### config.mk
export PLATFORM = sky130hd
export DESIGN_NAME = shift_accumulate_unit
export DESIGN_NICKNAME = d
export VERILOG_FILES = /design/src/rtl/accel_pkg.sv /design/src/rtl/shift_left_stage.sv /design/src/rtl/shift_accumulate_unit.sv
export SDC_FILE = /design/constraint.sdc
export NUM_CORES = 1
export LEC_CHECK = 0
export CORE_UTILIZATION = 53
export CTS_CLUSTER_SIZE = 25
export DETAILED_ROUTE_END_ITERATION = 12
export GPL_ROUTABILITY_DRIVEN = 1
export PLACE_DENSITY = 0.76
export SYNTH_ARGS = -nofsm -noshare
export SYNTH_HDL_FRONTEND = slang
export SYNTH_SLANG_ARGS = --single-unit
### constraint.sdc
create_clock -name clk -period 4.7 [get_ports clk]
set_input_delay 0.94 -clock clk [delete_from_list [all_inputs] [get_ports clk]]
set_output_delay 0.94 -clock clk [all_outputs]
set_load 0.01 [all_outputs]
### src/rtl/accel_pkg.sv
// -----------------------------------------------------------------------------
// accel_pkg
// Shared definitions for the shift-accumulate datapath.
//   - DEF_DATA_W / DEF_SHAMT_W / DEF_ACC_W / DEF_LEN_W : default widths
//   - state_e : job-control states of shift_accumulate_unit
// Optional feature macro used by the datapath: SHIFT_ACC_SATURATE_EN
// -----------------------------------------------------------------------------
package accel_pkg;

    localparam int DEF_DATA_W  = 16;
    localparam int DEF_SHAMT_W = 4;
    localparam int DEF_ACC_W   = 32;
    localparam int DEF_LEN_W   = 8;

    typedef enum logic [1:0] {
        IDLE  = 2'd0,
        ACCUM = 2'd1,
        DRAIN = 2'd2,
        DONE  = 2'd3
    } state_e;

endpackage

### src/rtl/shift_left_stage.sv
// -----------------------------------------------------------------------------
// shift_left_stage
// Stage 1 of the accumulate pipeline: registers (in_data << in_shamt)
// truncated to DATA_W bits, tracks whether the register holds a live element,
// and presents the value sign-extended to ACC_W.
// Ports:
//   clk        in   1        clock
//   rst_n      in   1        synchronous reset, active-low
//   load       in   1        capture a new operand pair this cycle
//   in_data    in   DATA_W   operand
//   in_shamt   in   SHAMT_W  shift amount
//   pipe_valid out  1        register holds an element not yet accumulated
//   shifted    out  ACC_W    registered shift result, sign-extended
// -----------------------------------------------------------------------------
module shift_left_stage
    import accel_pkg::*;
#(
    parameter int DATA_W  = DEF_DATA_W,
    parameter int SHAMT_W = DEF_SHAMT_W,
    parameter int ACC_W   = DEF_ACC_W
) (
    input  logic               clk,
    input  logic               rst_n,
    input  logic               load,
    input  logic [DATA_W-1:0]  in_data,
    input  logic [SHAMT_W-1:0] in_shamt,
    output logic               pipe_valid,
    output logic [ACC_W-1:0]   shifted
);

    logic [DATA_W-1:0] shift_r;
    logic              valid_r;

    // The shifted value is two's complement at DATA_W; widen it to ACC_W.
    function automatic logic [ACC_W-1:0] sext(input logic [DATA_W-1:0] v);
        return {{(ACC_W-DATA_W){v[DATA_W-1]}}, v};
    endfunction

    // Shift register and its valid flag; bits shifted past DATA_W are dropped.
    always_ff @(posedge clk) begin
        if (!rst_n) begin
            shift_r <= '0;
            valid_r <= 1'b0;
        end else begin
            valid_r <= load;
            if (load) begin
                shift_r <= in_data << in_shamt;
            end
        end
    end

    assign pipe_valid = valid_r;
    assign shifted    = sext(shift_r);

endmodule

### src/rtl/shift_accumulate_unit.sv
// -----------------------------------------------------------------------------
// shift_accumulate_unit
// Accepts LEN (operand, shift) pairs, left-shifts each in a registered stage,
// sign-extends and sums them, then offers the sum via a valid/ready handshake.
// Ports:
//   clk        in   1        clock
//   rst_n      in   1        synchronous reset, active-low (abandons any job)
//   start      in   1        begin a job (only honoured in IDLE)
//   len        in   LEN_W    element count, sampled with start
//   in_valid   in   1        operand pair valid
//   in_ready   out  1        unit accepts an operand pair
//   in_data    in   DATA_W   operand
//   in_shamt   in   SHAMT_W  shift amount
//   out_valid  out  1        result valid
//   out_ready  in   1        downstream takes the result
//   out_data   out  ACC_W    accumulated sum
//   busy       out  1        any state other than IDLE
//   ovf        out  1        sticky saturation flag for the current job
// Build option: SHIFT_ACC_SATURATE_EN defined -> each add clamps to the signed
// ACC_W range and sets ovf; undefined -> adds wrap and ovf stays 0.
// -----------------------------------------------------------------------------
module shift_accumulate_unit
    import accel_pkg::*;
#(
    parameter int DATA_W  = DEF_DATA_W,
    parameter int SHAMT_W = DEF_SHAMT_W,
    parameter int ACC_W   = DEF_ACC_W,
    parameter int LEN_W   = DEF_LEN_W
) (
    input  logic               clk,
    input  logic               rst_n,
    input  logic               start,
    input  logic [LEN_W-1:0]   len,
    input  logic               in_valid,
    output logic               in_ready,
    input  logic [DATA_W-1:0]  in_data,
    input  logic [SHAMT_W-1:0] in_shamt,
    output logic               out_valid,
    input  logic               out_ready,
    output logic [ACC_W-1:0]   out_data,
    output logic               busy,
    output logic               ovf
);

    localparam logic [LEN_W-1:0] LEN_ONE = {{(LEN_W-1){1'b0}}, 1'b1};

    state_e             state_r,     state_nxt_s;
    logic [LEN_W-1:0]   count_r,     count_nxt_s;
    logic [ACC_W-1:0]   acc_r,       acc_nxt_s;
    logic               ovf_r,       ovf_nxt_s;
    logic [ACC_W-1:0]   out_data_r,  out_data_nxt_s;
    logic               in_ready_r,  in_ready_nxt_s;
    logic               out_valid_r, out_valid_nxt_s;
    logic               busy_r,      busy_nxt_s;

    logic               xfer_s;
    logic               pipe_valid_s;
    logic [ACC_W-1:0]   shifted_s;
    logic [ACC_W-1:0]   add_res_s;
    logic               clamp_s;

    // in_ready is registered, so a transfer is judged against the value the
    // upstream sees during this cycle.
    assign xfer_s = in_valid & in_ready_r;

    shift_left_stage #(
        .DATA_W  (DATA_W),
        .SHAMT_W (SHAMT_W),
        .ACC_W   (ACC_W)
    ) u_shift (
        .clk        (clk),
        .rst_n      (rst_n),
        .load       (xfer_s),
        .in_data    (in_data),
        .in_shamt   (in_shamt),
        .pipe_valid (pipe_valid_s),
        .shifted    (shifted_s)
    );

`ifdef SHIFT_ACC_SATURATE_EN
    localparam logic [ACC_W-1:0] ACC_MAX = {1'b0, {(ACC_W-1){1'b1}}};
    localparam logic [ACC_W-1:0] ACC_MIN = {1'b1, {(ACC_W-1){1'b0}}};

    logic [ACC_W:0] sum_wide_s;

    // One guard bit exposes signed overflow; clamp toward the sign of the
    // true (unbounded) sum, which is the guard bit.
    always_comb begin
        sum_wide_s = {acc_r[ACC_W-1], acc_r} + {shifted_s[ACC_W-1], shifted_s};
        if (sum_wide_s[ACC_W] != sum_wide_s[ACC_W-1]) begin
            clamp_s = 1'b1;
            if (sum_wide_s[ACC_W]) begin
                add_res_s = ACC_MIN;
            end else begin
                add_res_s = ACC_MAX;
            end
        end else begin
            clamp_s   = 1'b0;
            add_res_s = sum_wide_s[ACC_W-1:0];
        end
    end
`else
    // Plain modulo-2^ACC_W accumulation; nothing ever clamps.
    always_comb begin
        add_res_s = acc_r + shifted_s;
        clamp_s   = 1'b0;
    end
`endif

    // Next-state, counter, accumulator and next-output computation.
    always_comb begin
        state_nxt_s    = state_r;
        count_nxt_s    = count_r;
        acc_nxt_s      = acc_r;
        ovf_nxt_s      = ovf_r;
        out_data_nxt_s = out_data_r;

        // Stage 2: fold the previous cycle's shifted element into the sum.
        if (pipe_valid_s) begin
            acc_nxt_s = add_res_s;
            ovf_nxt_s = ovf_r | clamp_s;
        end else begin
            acc_nxt_s = acc_r;
            ovf_nxt_s = ovf_r;
        end

        case (state_r)
            IDLE: begin
                if (start) begin
                    acc_nxt_s = '0;
                    ovf_nxt_s = 1'b0;
                    if (len != '0) begin
                        state_nxt_s = ACCUM;
                        count_nxt_s = len;
                    end else begin
                        state_nxt_s    = DONE;
                        out_data_nxt_s = '0;
                    end
                end else begin
                    state_nxt_s = IDLE;
                end
            end
            ACCUM: begin
                if (count_r == '0) begin
                    state_nxt_s = DRAIN;
                end else if (xfer_s) begin
                    count_nxt_s = count_r - LEN_ONE;
                    if (count_r == LEN_ONE) begin
                        state_nxt_s = DRAIN;
                    end else begin
                        state_nxt_s = ACCUM;
                    end
                end else begin
                    state_nxt_s = ACCUM;
                end
            end
            DRAIN: begin
                // Once stage 1 is empty, acc_r already includes the last element.
                if (!pipe_valid_s) begin
                    state_nxt_s    = DONE;
                    out_data_nxt_s = acc_r;
                end else begin
                    state_nxt_s = DRAIN;
                end
            end
            DONE: begin
                if (out_ready) begin
                    state_nxt_s = IDLE;
                end else begin
                    state_nxt_s = DONE;
                end
            end
            default: begin
                state_nxt_s = IDLE;
            end
        endcase

        in_ready_nxt_s  = (state_nxt_s == ACCUM) && (count_nxt_s != '0);
        out_valid_nxt_s = (state_nxt_s == DONE);
        busy_nxt_s      = (state_nxt_s != IDLE);
    end

    // State and datapath registers, including the registered output flags.
    always_ff @(posedge clk) begin
        if (!rst_n) begin
            state_r     <= IDLE;
            count_r     <= '0;
            acc_r       <= '0;
            ovf_r       <= 1'b0;
            out_data_r  <= '0;
            in_ready_r  <= 1'b0;
            out_valid_r <= 1'b0;
            busy_r      <= 1'b0;
        end else begin
            state_r     <= state_nxt_s;
            count_r     <= count_nxt_s;
            acc_r       <= acc_nxt_s;
            ovf_r       <= ovf_nxt_s;
            out_data_r  <= out_data_nxt_s;
            in_ready_r  <= in_ready_nxt_s;
            out_valid_r <= out_valid_nxt_s;
            busy_r      <= busy_nxt_s;
        end
    end

    assign in_ready  = in_ready_r;
    assign out_valid = out_valid_r;
    assign out_data  = out_data_r;
    assign busy      = busy_r;
    assign ovf       = ovf_r;

endmodule

# After elaboration in Yosys (flattened, before gate mapping)
# Index checks and enable logic that the tools add are counted.
[totals] wordCells=50 inputBits=33 output_inout_bits=36 ff_bits=94
[op_classes] n_reduce_logical=8 eq_ne=9 shifts=1 bitwise_logic=1 n_addsub=2 n_mux=20
[ops] operator="$mux 32" count=6
[ops] operator="$pmux 32 s2" count=1
[ops] operator="$add 32x32->32" count=1
[ops] operator="$mux 8" count=4
[ops] operator="$pmux 8 s2" count=1
[ops] operator="$reduce_bool 8->1" count=2
[ops] operator="$shl 16x4->16" count=1
[ops] operator="$mux 2" count=6
[ops] operator="$eq 8x1->1 const B" count=1
[ops] operator="$logic_not 8->1" count=1
[ops] operator="$pmux 2 s4" count=1
[ops] operator="$sub 8x1->8 const B" count=1
[ops] operator="$eq 2x2->1 const B" count=3
[ops] operator="$ne 2x2->1 const B" count=3
[ops] operator="$eq 2x1->1 const B" count=2
[ops] operator="$reduce_and 4->1" count=1
[ops] operator="$reduce_bool 2->1" count=2
[ops] operator="$logic_not 2->1" count=1
[ops] operator="$and 1x1->1" count=1
[ops] operator="$logic_and 1x1->1" count=1
[ops] operator="$mux 1" count=1

# Longest topological paths before layout
[logic_depth] word_depth=7 depth_mapped=10 mapped_depth_nobuf=10

# Cells and area by module
# From an unflattened synthesis, not the netlist that was laid out.
[hier_totals] hier_cells=769 area_unflattened_um2=6150.9
[by_module_without_submodules] module="shift_accumulate_unit" cells_each=618 instances=1 seq_area_each_um2=1541.5 area_per_inst_um2=4749.6
[by_module_without_submodules] module="shift_left_stage" cells_each=151 instances=1 seq_area_each_um2=340.3 area_per_inst_um2=1401.3

# Least setup slack after synthesis
# Ideal clock, no wire load.
[synth_path] path_type="input to register" startpoint="input in_valid" endpoint="register in_ready_r, in the netlist in_ready" required_time_ns=4.570 n_path_buf=0 arrival_time_ns=2.448 setup_ns=0.130 path_slack_ns=2.122 cell_stages=8 cell_sequence="nand2_1 > or4_2 > nor2b_1 > o21ai_0 > o311ai_0 > nor3_2 > and4b_1 > nor3_2"
[synth_via] elab_chain_len=6 word_cells_on_any_way=10 classes_between="eq/ne: 1; mux: 6; bitwise: 1; reduce/logical: 2"
[synth_rtl] item="from (decl)" line="shift_accumulate_unit.sv:34" source="input logic in_valid,"
[synth_rtl] item="$and 1x1->1 *" line="shift_accumulate_unit.sv:64" source="assign xfer_s = in_valid & in_ready_r;"
[synth_rtl] item="$mux 8 / $mux 2 (equally long branches)" line="shift_accumulate_unit.sv:146" source="end else if (xfer_s) begin"
[synth_rtl] item="$mux 8 / $mux 2 (equally long branches)" line="shift_accumulate_unit.sv:144" source="if (count_r == '0) begin"
[synth_rtl] item="$pmux 8 s2 / $pmux 2 s4 (equally long branches)" line="shift_accumulate_unit.sv:127" source="case (state_r)"
[synth_rtl] item="$reduce_bool 8->1 / $eq 2x1->1 (equally long branches)" line="shift_accumulate_unit.sv:178" source="in_ready_nxt_s = (state_nxt_s == ACCUM) && (count_nxt_s != '0);"
[synth_rtl] item="$logic_and 1x1->1 *" line="shift_accumulate_unit.sv:178"
[synth_rtl] item="to (signal assigned)" line="shift_accumulate_unit.sv:200" source="in_ready_r <= in_ready_nxt_s;"
[synth_rtl] item="to (decl)" line="shift_accumulate_unit.sv:52" source="logic in_ready_r, in_ready_nxt_s;"
# Every way passes the cells marked *; elsewhere a longest branch is shown, timed or not.
# A chain may end at the register's enable or synchronous reset.

# Final worst setup path
# Ends and elaborated chain as after synthesis.

==> insert_results.sql <==
INSERT INTO impl_metrics (metric_group, metric, value, unit) VALUES
('outcome', 'status', 'complete, no violations', ''),
('floorplan', 'die-width', '109', 'um'),
('floorplan', 'die_area', '0.0118', 'sq mm'),
('sta', 'report.final.slew_viol_count', '0', ''),
('synthesis', 'synthesis.instances', '732', ''),
('sta', 'final_critical_delay_including_setup_and_external_delays', '3.36', 'ns'),
('sta', 'pnr_worst_setup_slack', '1.34', 'ns'),
('synthesis', 'synth-seq-cells', '94', ''),
('global_route', 'antenna_violations_before_repair', '0', ''),
('worst_setup_path', 'crit_type', 'in2reg', ''),
('floorplan', 'number_of_ports_placed_on_the_die_boundary', '69', ''),
('clock_tree', 'cts-hold-fix-buffers', '0', ''),
('synthesis', 'synth_seq_area_share', '0.311', ''),
('placement', 'dp_worst_setup_slack', '0.977', 'ns'),
('sta', 'finalSetupTns', '0', 'ns'),
('floorplan', 'dieHeight', '109', 'um'),
('synthesis', 'yosys.area.top_type_share', '0.311', ''),
('route', 'viasPerCell', '5.99', ''),
('global_route', 'met2_usage', '0.454', ''),
('synthesis', 'syn_area', '0.00605', 'sq mm'),
('layout', 'layout.filler_cells', '963', ''),
('route', 'first_iter_violations', '227', ''),
('sta', 'grt_setup_unrepaired', 'false', ''),
('layout', 'fraction_of_layout_instances_using_a_drive_strength_above_1', '0.0687', ''),
('clock_tree', 'cts_tree', 'yes', ''),
('layout', 'area_growth_syn_to_layout', '16.1', '%'),
('floorplan', 'row_count', '38', ''),
('clock_tree', 'path_clk_slew', '0.06', 'ns'),
('synthesis', 'postSynth.asyncResetShare', '0', ''),
('global_route', 'met3_usage', '0.0442', ''),
('route', 'detailed_router_iteration_count_before_antenna_repair', '4', ''),
('sta', 'timing_worst_slew_pin_value', '1.02', 'ns'),
('clock_tree', 'cts_num_sinks', '94', ''),
('worst_setup_path', 'rrSetupSlack', '1.81', 'ns'),
('global_route', 'busiest_layer', 'met2', ''),
('route', 'detail_route.drc_violations', '0', ''),
('clock_tree', 'insertion_delay', '0.35', 'ns'),
('worst_setup_path', 'setup.worst_path.end_class', 'register', ''),
('min_path', 'worstHoldPathType', 'reg2reg', ''),
('route', 'antenna_left', '0', ''),
('sta', 'achievable-frequency', '297', 'MHz'),
('layout', 'final_cell_area', '0.00703', 'sq mm'),
('clock_tree', 'cts_inserted_buffers', '9', ''),
('pwr', 'vdd.ir_drop.worst', '0.220', 'mV'),
('synthesis', 'postSynthAreaPerCell', '8.27', 'sq um'),
('clock_tree', 'htree_num_levels', '3', ''),
('worst_setup_path', 'required', '4.93', 'ns'),
('pwr', 'leakage', '2.65', 'nW'),
('worst_setup_path', 'start_kind', 'primary input', ''),
('global_route', 'grt_first_pass_wirelength', '24000', 'um'),
('pwr', 'totalPowerFinal', '2.04', 'mW'),
('placement', 'hpwl', '10800', 'um'),
('global_route', 'gr-total-overflow', '0', ''),
('layout', 'antenna_cells', '0', ''),
('pwr', 'power-per-cell-area', '291', 'mW/mm^2'),
('floorplan', 'start_util', '0.551', ''),
('synthesis', 'distinct_cells_synth', '83', ''),
('synthesis', 'ys.warnings.count', '0', ''),
('worst_setup_path', 'path_max_fanout', '25', ''),
('route', 'route.detailed.wl_per_inst', '16.1', 'um'),
('synthesis', 'synth.top_cells.by_area', 'dfxtp_1, ha_1, mux2i_1, nand2_1, a21oi_1', ''),
('global_route', 'grtUsageMet1', '0.329', ''),
('synthesis', 'yosys.area.top_type', 'dfxtp_1', ''),
('placement', 'dpl_cell_area', '0.00674', 'sq mm'),
('sta', 'setup_viol_count_final', '0', ''),
('global_route', 'via_count_of_the_first_global_routing_pass', '5042', ''),
('sta', 'final_min_period_over_clock_period', '0.715', ''),
('layout', 'finalNetCount', '834', ''),
('placement', 'gp_congestion', '0.897', ''),
('placement', 'placed_cells_incl_taps', '895', ''),
('global_route', 'grt_use_total', '0.264', '');
## metal layers
layer,wire length (um),part of all wire,vias up
met2,7150,0.49,141
met4,287,0.020,0
li1,-,-,2739
met3,737,0.050,22
met5,0,0,-
met1,6510,0.44,2551
## Yosys cell counts, types with 9 or more instances
cell and instances:
nor2b_1 24, nor3_1 12, nand3_1 42, dfxtp_1 94, o21ai_0 35, nor2_1 37
a211oi_1 13, and2_1 9, xnor2_1 18, nand2_1 80, a21oi_1 55, clkbuf_1 43
ha_1 34, a21boi_0 28, mux2i_1 32, inv_1 18, a21o_1 14
## sequential cells by signal, indices dropped and copies added, names as in the netlist
| register | count |
|---|---|
| acc_r | 32 |
| busy | 1 |
| count_r | 8 |
| in_ready | 1 |
| out_data | 32 |
| out_valid | 1 |
| state_r | 2 |
| u_shift.pipe_valid | 1 |
| u_shift.shift_r | 16 |
## stage by stage
stage / hold slack (ns) / utilization
finish: 0.454 / 0.640
global route: 0.468 / 0.640
CTS: 0.456 / 0.640
detailed placement: 0.448 / 0.614
global placement: 0.439 / 0.614
floorplan: 0.443 / -
## where the power goes
| part | leakage [nW] | total [mW] | switching [mW] | internal [mW] |
|---|---|---|---|---|
| registers | 0.760 | 0.867 | 0.0390 | 0.828 |
| clock network | 0.137 | 0.716 | 0.305 | 0.411 |
| logic | 1.75 | 0.459 | 0.275 | 0.184 |
## critical path, cell delays in order
cell	delay [ns]
clkdlybuf4s50_1	0.51
nand2_1	0.43
or4_2	0.71
nor2b_1	0.15
o21ai_0	0.16
o311ai_0	0.22
nor3_2	0.22
and4b_1	0.22
nor3_2	0.04
## worst paths after layout
check                                    startpoint           end  cells past startpoint
worst min register to register         out_data[18]  out_data[18]                      2
worst max-delay path                       in_valid      in_ready                      9
worst min-delay path                   out_data[18]  out_data[18]                      2
worst max register to register  u_shift.shift_r[15]     acc_r[31]                      9
## layout make-up
| class | instances | area, sq um | share of cell area |
|---|---|---|---|
| Inverter | 19 | 71.3 | 0.0101 |
| Clock inverter | 4 | 47.5 | 0.00677 |
| Multi-Input combinational cell | 568 | 3890 | 0.554 |
| Sequential cell | 94 | 1880 | 0.268 |
| Clock buffer | 12 | 236 | 0.0337 |
| Tap cell | 140 | 175 | 0.0249 |
| Timing Repair Buffer | 74 | 723 | 0.103 |
## cells by family after synthesis
family / after synthesis / synth area share
and+or+nand+nor: 249 / 0.207
AOI/OAI and AO/OA: 219 / 0.251
DFF: 94 / 0.311
buffers and inverters: 70 / 0.0471
muxes: 39 / 0.0734
adders and majority gates: 35 / 0.0736
xor gates and xnor gates: 25 / 0.0362
other: 1 / 0.000620
## placed cells by master (no fill, tap or decap), types with 3 or more instances in the layout
cell type / synthesis / layout
a21boi_0: 28 / 28
o21ai_0: 35 / 35
o21ai_1: 3 / 3
nor3_2: 3 / 3
xor2_1: 7 / 7
mux2i_1: 32 / 32
nand3_1: 42 / 42
nor3_1: 12 / 12
o211a_1: 4 / 4
dfxtp_1: 94 / 94
clkbuf_16: 0 / 9
inv_1: 18 / 18
and2_1: 9 / 9
a221oi_1: 5 / 5
and3_1: 5 / 5
a22oi_1: 6 / 5
a31oi_1: 5 / 5
nor2_1: 37 / 37
nand4_1: 7 / 7
nor3b_1: 3 / 3
buf_4: 1 / 7
ha_1: 34 / 34
nor2b_1: 24 / 23
nand2b_1: 5 / 5
nand2_1: 80 / 80
o22ai_1: 4 / 4
o31a_1: 3 / 3
a21o_1: 14 / 14
a21boi_1: 6 / 6
clkbuf_1: 43 / 3
mux2_2: 3 / 3
mux4_2: 4 / 4
clkdlybuf4s50_1: 0 / 67
o21bai_1: 4 / 4
xnor2_1: 18 / 18
o21a_1: 3 / 3
a21oi_1: 55 / 55
a211oi_1: 13 / 13
or3_1: 4 / 4
Note: power is estimated with default switching activity, not from simulation.
